### src/rtl/dmem_port_arbiter_if.sv
// Bus bundle between the two data-memory requesters (CPU LSU, AXI-Lite host),
// the arbiter and the single-port BRAM. slave = arbiter view, master = requester/BRAM view.
interface dmem_port_arbiter_if #(
  parameter int ADDR_W      = 12,
  parameter int DATA_W      = 32,
  parameter int STALL_CNT_W = 16
);
  localparam int STRB_W = DATA_W / 8;

  logic                   cpu_req;
  logic                   cpu_we;
  logic [ADDR_W-1:0]      cpu_addr;
  logic [DATA_W-1:0]      cpu_wdata;
  logic [STRB_W-1:0]      cpu_wstrb;
  logic                   cpu_gnt;
  logic                   cpu_rvalid;
  logic [DATA_W-1:0]      cpu_rdata;

  logic                   axi_req;
  logic                   axi_we;
  logic [ADDR_W-1:0]      axi_addr;
  logic [DATA_W-1:0]      axi_wdata;
  logic [STRB_W-1:0]      axi_wstrb;
  logic                   axi_gnt;
  logic                   axi_rvalid;
  logic [DATA_W-1:0]      axi_rdata;

  logic                   axi_lock;
  logic                   lock_ack;

  logic                   mem_en;
  logic [STRB_W-1:0]      mem_we;
  logic [ADDR_W-1:0]      mem_addr;
  logic [DATA_W-1:0]      mem_wdata;
  logic [DATA_W-1:0]      mem_rdata;

  logic [STALL_CNT_W-1:0] cpu_stall_cnt;

  modport slave (
    input  cpu_req, cpu_we, cpu_addr, cpu_wdata, cpu_wstrb,
    output cpu_gnt, cpu_rvalid, cpu_rdata,
    input  axi_req, axi_we, axi_addr, axi_wdata, axi_wstrb,
    output axi_gnt, axi_rvalid, axi_rdata,
    input  axi_lock,
    output lock_ack,
    output mem_en, mem_we, mem_addr, mem_wdata,
    input  mem_rdata,
    output cpu_stall_cnt
  );

  modport master (
    output cpu_req, cpu_we, cpu_addr, cpu_wdata, cpu_wstrb,
    input  cpu_gnt, cpu_rvalid, cpu_rdata,
    output axi_req, axi_we, axi_addr, axi_wdata, axi_wstrb,
    input  axi_gnt, axi_rvalid, axi_rdata,
    output axi_lock,
    input  lock_ack,
    input  mem_en, mem_we, mem_addr, mem_wdata,
    output mem_rdata,
    input  cpu_stall_cnt
  );
endinterface

### src/rtl/dmem_port_arbiter.sv
// Round-robin CPU/host arbiter for the shared data-memory BRAM, with a host
// lock mode that drains outstanding CPU reads before granting exclusive access.
module dmem_rd_return #(
  parameter int DATA_W = 32
) (
  input  logic              clk,
  input  logic              rst,
  input  logic              hit,
  input  logic [DATA_W-1:0] mem_rdata,
  output logic              rvalid,
  output logic [DATA_W-1:0] rdata
);
  // rdata is sticky: it only changes when this requester's next read lands
  always_ff @(posedge clk or posedge rst) begin
    if (rst) begin
      rvalid <= 1'b0;
      rdata  <= '0;
    end else begin
      rvalid <= hit;
      if (hit) rdata <= mem_rdata;
    end
  end
endmodule

module dmem_port_arbiter #(
  parameter int ADDR_W      = 12,
  parameter int DATA_W      = 32,
  parameter int STALL_CNT_W = 16
) (
  input  logic S_AXI_ACLK,
  input  logic S_AXI_ARESET,
  dmem_port_arbiter_if.slave bus
);
  localparam int STRB_W  = DATA_W / 8;
  localparam int NUM_REQ = 2;   // owner 0 = CPU, owner 1 = host
  localparam int STAGES  = 2;   // command register, BRAM read

  localparam logic [1:0] NORMAL = 2'd0;
  localparam logic [1:0] DRAIN  = 2'd1;
  localparam logic [1:0] LOCKED = 2'd2;

  typedef struct packed {
    logic              we;
    logic [ADDR_W-1:0] addr;
    logic [DATA_W-1:0] wdata;
    logic [STRB_W-1:0] wstrb;
  } cmd_t;

  logic [1:0]             state, state_nxt;
  logic                   axi_pri;     // 1: host wins the next tie
  logic                   armed;       // low in reset and the release cycle
  logic                   cpu_gnt_c, axi_gnt_c, cpu_xfer, axi_xfer;
  cmd_t                   cpu_cmd, axi_cmd, win_cmd, cmd_q;
  logic                   s1_vld;
  logic [STAGES:0]        rd_pipe, own_pipe;
  logic                   cpu_pend;
  logic [STALL_CNT_W-1:0] stall_cnt;

  logic [NUM_REQ-1:0]             hit, rvalid;
  logic [NUM_REQ-1:0][DATA_W-1:0] rdata;

  assign cpu_cmd = {bus.cpu_we, bus.cpu_addr, bus.cpu_wdata, bus.cpu_wstrb};
  assign axi_cmd = {bus.axi_we, bus.axi_addr, bus.axi_wdata, bus.axi_wstrb};

  // In the cycle the lock request arrives the CPU is already shut out, while the
  // host still competes as if the CPU were in the race.
  always_comb begin
    cpu_gnt_c = 1'b0;
    axi_gnt_c = 1'b0;
    if (armed) begin
      case (state)
        NORMAL: begin
          cpu_gnt_c = bus.cpu_req && !bus.axi_lock && (!bus.axi_req || !axi_pri);
          axi_gnt_c = bus.axi_req && (!bus.cpu_req || axi_pri);
        end
        default: axi_gnt_c = bus.axi_req;
      endcase
    end
  end

  assign cpu_xfer    = bus.cpu_req && cpu_gnt_c;
  assign axi_xfer    = bus.axi_req && axi_gnt_c;
  assign win_cmd     = axi_xfer ? axi_cmd : cpu_cmd;
  assign rd_pipe[0]  = (cpu_xfer || axi_xfer) && !win_cmd.we;
  assign own_pipe[0] = axi_xfer;

  // Drain watches only registered stages; the rvalid stage has already retired
  assign cpu_pend = |(rd_pipe[STAGES:1] & ~own_pipe[STAGES:1]);

  always_comb begin
    state_nxt = state;
    case (state)
      NORMAL:  if (bus.axi_lock) state_nxt = DRAIN;
      DRAIN:   if (!bus.axi_lock) state_nxt = NORMAL;
               else if (!cpu_pend) state_nxt = LOCKED;
      LOCKED:  if (!bus.axi_lock) state_nxt = NORMAL;
      default: state_nxt = NORMAL;
    endcase
  end

  always_ff @(posedge S_AXI_ACLK or posedge S_AXI_ARESET) begin
    if (S_AXI_ARESET) begin
      state     <= NORMAL;
      axi_pri   <= 1'b0;
      armed     <= 1'b0;
      s1_vld    <= 1'b0;
      cmd_q     <= '0;
      rd_pipe[STAGES:1]  <= '0;
      own_pipe[STAGES:1] <= '0;
      stall_cnt <= '0;
    end else begin
      state <= state_nxt;
      armed <= 1'b1;
      if (state != NORMAL && state_nxt == NORMAL) axi_pri <= 1'b0;
      else if (cpu_xfer)                          axi_pri <= 1'b1;
      else if (axi_xfer)                          axi_pri <= 1'b0;
      s1_vld <= cpu_xfer || axi_xfer;
      if (cpu_xfer || axi_xfer) cmd_q <= win_cmd;
      rd_pipe[STAGES:1]  <= rd_pipe[STAGES-1:0];
      own_pipe[STAGES:1] <= own_pipe[STAGES-1:0];
      if (bus.cpu_req && !cpu_gnt_c && !(&stall_cnt)) stall_cnt <= stall_cnt + 1'b1;
    end
  end

  for (genvar g = 0; g < NUM_REQ; g++) begin : g_ret
    assign hit[g] = rd_pipe[STAGES] && (own_pipe[STAGES] == 1'(g));
    dmem_rd_return #(.DATA_W(DATA_W)) u_ret (
      .clk       (S_AXI_ACLK),
      .rst       (S_AXI_ARESET),
      .hit       (hit[g]),
      .mem_rdata (bus.mem_rdata),
      .rvalid    (rvalid[g]),
      .rdata     (rdata[g])
    );
  end

  assign bus.cpu_gnt       = cpu_gnt_c;
  assign bus.axi_gnt       = axi_gnt_c;
  assign bus.cpu_rvalid    = rvalid[0];
  assign bus.cpu_rdata     = rdata[0];
  assign bus.axi_rvalid    = rvalid[1];
  assign bus.axi_rdata     = rdata[1];
  assign bus.lock_ack      = (state == LOCKED);
  assign bus.mem_en        = s1_vld;
  assign bus.mem_we        = (s1_vld && cmd_q.we) ? cmd_q.wstrb : '0;
  assign bus.mem_addr      = cmd_q.addr;
  assign bus.mem_wdata     = cmd_q.wdata;
  assign bus.cpu_stall_cnt = stall_cnt;
endmodule
### src/flat_wrapper.sv
// flat-port wrapper written by rule: the top's interface ports become plain ports
module dmem_port_arbiter_flat 
#(
  parameter int ADDR_W      = 12,
  parameter int DATA_W      = 32,
  parameter int STALL_CNT_W = 16
)
  (S_AXI_ACLK, S_AXI_ARESET, bus_cpu_req, bus_cpu_we, bus_cpu_addr, bus_cpu_wdata, bus_cpu_wstrb, bus_cpu_gnt, bus_cpu_rvalid, bus_cpu_rdata, bus_axi_req, bus_axi_we, bus_axi_addr, bus_axi_wdata, bus_axi_wstrb, bus_axi_gnt, bus_axi_rvalid, bus_axi_rdata, bus_axi_lock, bus_lock_ack, bus_mem_en, bus_mem_we, bus_mem_addr, bus_mem_wdata, bus_mem_rdata, bus_cpu_stall_cnt);
  dmem_port_arbiter_if #(.ADDR_W(ADDR_W), .DATA_W(DATA_W), .STALL_CNT_W(STALL_CNT_W)) bus_i ();
  input  logic S_AXI_ACLK;
  input  logic S_AXI_ARESET;
  input wire logic [$bits(bus_i.cpu_req)-1:0] bus_cpu_req;
  input wire logic [$bits(bus_i.cpu_we)-1:0] bus_cpu_we;
  input wire logic [$bits(bus_i.cpu_addr)-1:0] bus_cpu_addr;
  input wire logic [$bits(bus_i.cpu_wdata)-1:0] bus_cpu_wdata;
  input wire logic [$bits(bus_i.cpu_wstrb)-1:0] bus_cpu_wstrb;
  output wire logic [$bits(bus_i.cpu_gnt)-1:0] bus_cpu_gnt;
  output wire logic [$bits(bus_i.cpu_rvalid)-1:0] bus_cpu_rvalid;
  output wire logic [$bits(bus_i.cpu_rdata)-1:0] bus_cpu_rdata;
  input wire logic [$bits(bus_i.axi_req)-1:0] bus_axi_req;
  input wire logic [$bits(bus_i.axi_we)-1:0] bus_axi_we;
  input wire logic [$bits(bus_i.axi_addr)-1:0] bus_axi_addr;
  input wire logic [$bits(bus_i.axi_wdata)-1:0] bus_axi_wdata;
  input wire logic [$bits(bus_i.axi_wstrb)-1:0] bus_axi_wstrb;
  output wire logic [$bits(bus_i.axi_gnt)-1:0] bus_axi_gnt;
  output wire logic [$bits(bus_i.axi_rvalid)-1:0] bus_axi_rvalid;
  output wire logic [$bits(bus_i.axi_rdata)-1:0] bus_axi_rdata;
  input wire logic [$bits(bus_i.axi_lock)-1:0] bus_axi_lock;
  output wire logic [$bits(bus_i.lock_ack)-1:0] bus_lock_ack;
  output wire logic [$bits(bus_i.mem_en)-1:0] bus_mem_en;
  output wire logic [$bits(bus_i.mem_we)-1:0] bus_mem_we;
  output wire logic [$bits(bus_i.mem_addr)-1:0] bus_mem_addr;
  output wire logic [$bits(bus_i.mem_wdata)-1:0] bus_mem_wdata;
  input wire logic [$bits(bus_i.mem_rdata)-1:0] bus_mem_rdata;
  output wire logic [$bits(bus_i.cpu_stall_cnt)-1:0] bus_cpu_stall_cnt;
  assign bus_i.cpu_req = bus_cpu_req;
  assign bus_i.cpu_we = bus_cpu_we;
  assign bus_i.cpu_addr = bus_cpu_addr;
  assign bus_i.cpu_wdata = bus_cpu_wdata;
  assign bus_i.cpu_wstrb = bus_cpu_wstrb;
  assign bus_cpu_gnt = bus_i.cpu_gnt;
  assign bus_cpu_rvalid = bus_i.cpu_rvalid;
  assign bus_cpu_rdata = bus_i.cpu_rdata;
  assign bus_i.axi_req = bus_axi_req;
  assign bus_i.axi_we = bus_axi_we;
  assign bus_i.axi_addr = bus_axi_addr;
  assign bus_i.axi_wdata = bus_axi_wdata;
  assign bus_i.axi_wstrb = bus_axi_wstrb;
  assign bus_axi_gnt = bus_i.axi_gnt;
  assign bus_axi_rvalid = bus_i.axi_rvalid;
  assign bus_axi_rdata = bus_i.axi_rdata;
  assign bus_i.axi_lock = bus_axi_lock;
  assign bus_lock_ack = bus_i.lock_ack;
  assign bus_mem_en = bus_i.mem_en;
  assign bus_mem_we = bus_i.mem_we;
  assign bus_mem_addr = bus_i.mem_addr;
  assign bus_mem_wdata = bus_i.mem_wdata;
  assign bus_i.mem_rdata = bus_mem_rdata;
  assign bus_cpu_stall_cnt = bus_i.cpu_stall_cnt;
  dmem_port_arbiter #(.ADDR_W(ADDR_W), .DATA_W(DATA_W), .STALL_CNT_W(STALL_CNT_W)) u_core (.S_AXI_ACLK(S_AXI_ACLK), .S_AXI_ARESET(S_AXI_ARESET), .bus(bus_i));
endmodule
### config.mk
export PLATFORM = sky130hd
export DESIGN_NAME = dmem_port_arbiter_flat
export DESIGN_NICKNAME = d
export VERILOG_FILES = /design/src/rtl/dmem_port_arbiter_if.sv /design/src/rtl/dmem_port_arbiter.sv /design/src/flat_wrapper.sv
export SDC_FILE = /design/constraint.sdc
export NUM_CORES = 1
export LEC_CHECK = 0
export BUFFER_PORTS_ARGS = -buffer_cell sky130_fd_sc_hd__buf_2
export CAP_MARGIN = 10
export CORE_UTILIZATION = 50
export CTS_BUF_LIST = sky130_fd_sc_hd__clkbuf_4 sky130_fd_sc_hd__clkbuf_8
export DETAILED_ROUTE_END_ITERATION = 6
export PLACE_DENSITY = 0.94
export SLEW_MARGIN = 20
export SYNTH_ARGS = -nofsm -noshare
export SYNTH_HDL_FRONTEND = slang
export SYNTH_SLANG_ARGS = --single-unit
### constraint.sdc
create_clock -name S_AXI_ACLK -period 4.89 [get_ports S_AXI_ACLK]
set_input_delay 0.7335 -clock S_AXI_ACLK [delete_from_list [all_inputs] [get_ports S_AXI_ACLK]]
set_output_delay 0.7335 -clock S_AXI_ACLK [all_outputs]
set_load 0.01 [all_outputs]
* Yosys cells after proc, flatten, opt, wreduce, memory -nomap -nowiden
Cells that the tools add are included.
** Word-level totals
- Memories :: 0
- ROM bits :: 0
- Output and inout bits :: 134
- Input bits :: 135
- Latch bits :: 0
- Memory bits (writable) :: 0
- Bits in registers :: 140
- Word-level logic and storage cells :: 63
** Operators by class
- Order comparisons :: 0
- Equality and inequality tests :: 2
- Div/mod/pow operators :: 0
- Bitwise logic cells :: 3
- Shift-type cells :: 0
- $add $sub $neg :: 1
- $mul :: 0
- Reductions and logical operators :: 28
- Muxes and demuxes :: 14
** Operator list (number)
- $mux 49 :: 1
- $add 16x1->16 const B :: 1
- $reduce_and 16->1 :: 1
- $logic_and 1x1->1 :: 12
- $mux 2 :: 4
- $logic_not 1->1 :: 7
- $mux 1 :: 7
- $pmux 2 s3 :: 1
- $logic_not 2->1 :: 2
- $mux 4 :: 1
- $logic_or 1x1->1 :: 3
- $reduce_bool 3->1 :: 1
- $and 2x2->2 :: 1
- $eq 2x1->1 const B :: 1
- $eq 2x2->1 const B :: 1
- $not 2->2 :: 1
- $reduce_bool 2->1 :: 1
- $reduce_or 2->1 :: 1
- $not 1->1 :: 1

* Longest topological paths before layout
- Word-level depth :: 9
- Depth in mapped cells :: 6
- Gate-level depth less buffers :: 5

* Cells and area by module
From an unflattened synthesis, not the netlist that was laid out.
** Unflattened totals
- Cells, all modules :: 455
- Area, all modules :: 6915.4 µm²
** By module, submodules not included
- dmem_port_arbiter :: area an instance 4167.7 µm², seq. area each 1851.8 µm², cells each 315, times used 1
- dmem_rd_return :: area an instance 1373.8 µm², seq. area each 825.8 µm², cells each 70, times used 2

* Least setup slack after synthesis
No wires, ideal clock.
- Path type :: input port to output port
- Start :: input port bus_cpu_req
- End :: output port bus_axi_gnt
- Stages :: 4
- Setup slack :: 2.520 ns
- Required time :: 4.157 ns
- Path buffers :: 2
- Arrival time :: 1.636 ns
- Cells stage by stage :: or4b_4 > and3_4 > buf_6 > buf_6
** On the way
- Longest elaborated chain between the ends :: 5
** RTL lines
- start, declared :: line flat_wrapper.sv:12 : input wire logic [$bits(bus_i.cpu_req)-1:0] bus_cpu_req;
- $logic_not 1->1 :: line dmem_port_arbiter.sv:74 : axi_gnt_c = bus.axi_req && (!bus.cpu_req || axi_pri);
- $logic_or 1x1->1 :: line dmem_port_arbiter.sv:74
- $logic_and 1x1->1 :: line dmem_port_arbiter.sv:74
- $mux 1 :: line dmem_port_arbiter.sv:71 : case (state)
- $mux 1 :: line dmem_port_arbiter.sv:70 : if (armed) begin
- end, declared :: line flat_wrapper.sv:25 : output wire logic [$bits(bus_i.axi_gnt)-1:0] bus_axi_gnt;
Every way passes these cells.

* Final worst setup path
Same ends and word-level chain as after synthesis.

==> metrics.md <==
| Metric | Value |
|---|---|
| Cell taking the most area after synthesis | `dfrtp_1` |
| Area Growth Syn to Fin | `23.4%` |
| XOR/XNOR share of the synthesized area | `2.00%` |
| Final Hold Vio Count | `0` |
| Clk sinks | `140` |
| Max transition margin | `29.8%` |
| Tightest Hold Check Type | `reg -> reg` |
| Post-Syn Instances | `453` |
| CP dominant cell by count | `buf_2` |
| Multiplexer share of the synthesized area | `30.7%` |
| Max Fanout on Critical Path | `50` |
| Worst Path Arrival | `2.17 ns` |
| Placer Congestion | `0.809` |
| Dpl cells | `833` |
| Post-DP HPWL | `9960 um` |
| Die Ht | `117 um` |
| VDD IR-drop max | `0.195 mV` |
| Flop-to-flop setup slack | `2.15 ns` |
| Library cells used by synthesis | `38` |
| Syn nets | `589` |
| Synth warnings | `0` |
| Switching Fraction | `30.4%` |
| Syn_area_per_cell | `14.5 um^2` |
| Reg clk slew, reported paths | `0.07 ns` |
| Drt wl/cell | `15.6 um` |
| Worst Path Required | `4.16 ns` |
| Fmax | `345 MHz` |
| Root Buffer | `clkbuf_8` |
| Delay-heaviest family, CP | `simple AND/OR/NAND/NOR gates` |
| # fillers | `966` |
| Multi-input gate area | `2580 um^2` |
| Vias | `4353` |
| DRC Markers | `0` |
| Clock share of power | `24.5%` |
| Sequential fraction of the synthesis area | `53.4%` |
| Total gr overflow | `0` |
| Top cells by area, synth | `dfrtp_1 53%, mux2_2 19%, mux2_4 11%` |
| Crit-path cells | `buf_2, or4b_4, and3_4, buf_2` |
| Setup_tns | `0 ns` |
| Die X | `117 um` |
| Cell Count, Final, Fillers Out | `863` |
| Post-synthesis compound-gate area fraction | `1.89%` |
| Std-Cell Core Area | `12700 um^2` |
| Fin crit period | `2.90 ns` |
| FF-to-FF Start | `u_core.state[1]` |
| Register area | `3500 um^2` |
| Main combinational cell family by area after synthesis | `multiplexers` |
| Total track usage | `19.6%` |
| Crit-path max cell delay | `0.80 ns` |
| Ant diodes | `0` |
| First-pass GRT wire length | `20100 um` |
| Cts hold-fix bufs | `0` |
| Drt total wl | `13400 um` |
| Via density | `5.04` |
| Crit Reg-Reg Endpoint | `u_core.bus.mem_wdata[24]` |
| Synthesized flop and latch total | `140` |
| Buf/Inv on CP | `2` |
| DIE AREA | `13600 um^2` |
| Finished Core Util | `63.7%` |
| Crit path max-delay cell type | `and3_4` |
| Net switching power | `1.16 mW` |
| Vias in the first global route | `4182` |
| Final nets | `816` |
| Internal power | `2.67 mW` |
| Max-cap check violation count | `0` |
| Fraction of registers with async set/reset | `100%` |
| Crit path to | `bus_axi_gnt` |
| Final setup fails | `0` |
| DRT antenna net count | `0` |
| Initial antenna violation count | `0` |
| Power density over the cells | `473 nW/um^2` |
| Post-cts resize count | `0` |
| CP Class | `in -> out` |
| Longest Clk Path Bufs | `2` |
| Combinational power share | `30.5%` |
| Post-synth top cells | `140 x dfrtp_1, 113 x mux2_2, 48 x mux2_4` |
| EDFF count, synth | `0` |
| H-tree depth | `4` |
| Synth Area in Adders | `0.191%` |
| Final worst-path cycle share | `59.4%` |
| Actual transition at the worst max-transition pin | `1.05 ns` |
| Starting Density | `51.6%` |
| Pleak | `4.09 nW` |
| Largest net degree at the start of global routing | `110` |
| Top Ports | `269` |
| Yosys top cell area share | `53.4%` |
| Buffers on Ports | `268` |
| Slew Viols, Final | `0` |
| Levels on crit path | `4` |
| Crit start category | `input port` |
| Clk_lat worst skew | `0.42 ns` |
| Top_reg_cell synth | `dfrtp_1` |
| Fraction of layout cells with a size suffix above 1 | `67.6%` |
| Setup crit start | `bus_cpu_req` |
| Initial DRC Count | `190` |
| Clock skew | `0.0128 ns` |
| Simple-gate share of the synthesized area | `4.54%` |
| Total CTS buffers | `17` |
| Unrepaired setup endpoints after global routing | `false` |
| Worst R2R Path Depth | `5` |
| Post-CTS setup buffer count | `0` |
| Post-Syn Area | `6570 um^2` |
| Drt pass-1 iters | `4` |
| Top-count cell post-synth | `dfrtp_1` |
| Clock tree from TritonCTS | `built` |
| Status | `complete, no violations` |
| Crit path capture type | `output port` |
| Row count | `41` |
| Reg power frac | `45.1%` |
cell families (layout without fill, tap and decap cells):
kind of cell,after synthesis,in the layout
fa+ha+maj,1,1
flops,140,140
buf+inv,70,308
simple gates,47,47
other cells,1,1
compound gates,16,16
mux,163,163
xor+xnor,15,15
layer usage:
layer  wire, um  vias up  track usage [%]
li1           -     2019                -
met1       5620     2145             23.7
met2       6730      173             33.8
met3        849       16             4.67
met4        227        0             8.10
met5          0        -                0
power groups by stage:
stage          combinational (mW)  sequential [mW]  clock, mW
2_1_floorplan               0.725             1.82          0
5_1_grt                      1.27             1.78       1.01
3_3_place_gp                 1.15             1.72          0
4_1_cts                      1.19             1.73      0.964
6_report                     1.17             1.73      0.938
3_5_place_dp                 1.19             1.75          0
placed cells by master (no fill, tap or decap), drive strengths merged:
cell type  count
inv            7
clkbuf        19
nand2b         3
a21o           1
bufinv         3
o211ai         5
mux2i          2
o2111ai        4
nand2          6
o21a           1
and2           2
nor2b          3
clkinv         7
dfrtp        140
nand3          6
xor2           3
and3          14
nor3b          2
ha             1
a32o           1
mux2         161
o21ai          1
nor4b          2
nand4          2
xnor2         12
and3b          1
nor3           1
a311o          1
a21oi          1
or4b           1
and4           3
buf          272
a31oi          1
nor2           1
conb           1
cell type report:
cell class,instances,area share [%]
Inverter,6,0.340
Sequential cell,140,43.2
Clock buffer,19,3.15
Tap cell,172,2.66
Clock inverter,11,1.79
Timing Repair Buffer,272,16.9
Multi-Input combinational cell,243,31.9
metrics by stage:
stage          total power [mW]  setup WS (ns)  cell area [um^2]  hold slack, ns
2_1_floorplan              2.55          0.404              6570           0.346
3_3_place_gp               2.87           1.85              7700           0.350
3_5_place_dp               2.93           1.77              7700           0.357
4_1_cts                    3.88           1.94              8100           0.381
5_1_grt                    4.06           1.89              8100           0.393
6_report                   3.83           1.99              8100           0.381
sequential cells by signal (all words and copies together), names as in the netlist:
signal and flops:
u_core.axi_pri 1, u_core.bus.mem_addr 12, u_core.rd_pipe 2, u_core.cmd_q 5
u_core.state 2, u_core.bus.mem_wdata 32, u_core.armed 1, u_core.g_ret.u_ret.rdata 64
u_core.own_pipe 2, u_core.bus.mem_en 1, u_core.bus.cpu_stall_cnt 16, u_core.g_ret.u_ret.rvalid 2
worst min path at each step:
| stage | start | endpoint | slack [ns] | cells after the start |
|---|---|---|---|---|
| after floorplan | u_core.own_pipe[1] | u_core.own_pipe[2] | 0.35 | 0 |
| final | u_core.own_pipe[1] | u_core.own_pipe[2] | 0.38 | 0 |
| after global routing | u_core.own_pipe[1] | u_core.own_pipe[2] | 0.39 | 0 |
| after global placement | u_core.own_pipe[1] | u_core.own_pipe[2] | 0.35 | 0 |
| after detailed placement | u_core.own_pipe[1] | u_core.own_pipe[2] | 0.36 | 0 |
| after CTS | u_core.own_pipe[1] | u_core.own_pipe[2] | 0.38 | 0 |
Note: power is estimated with default switching activity, not from simulation.
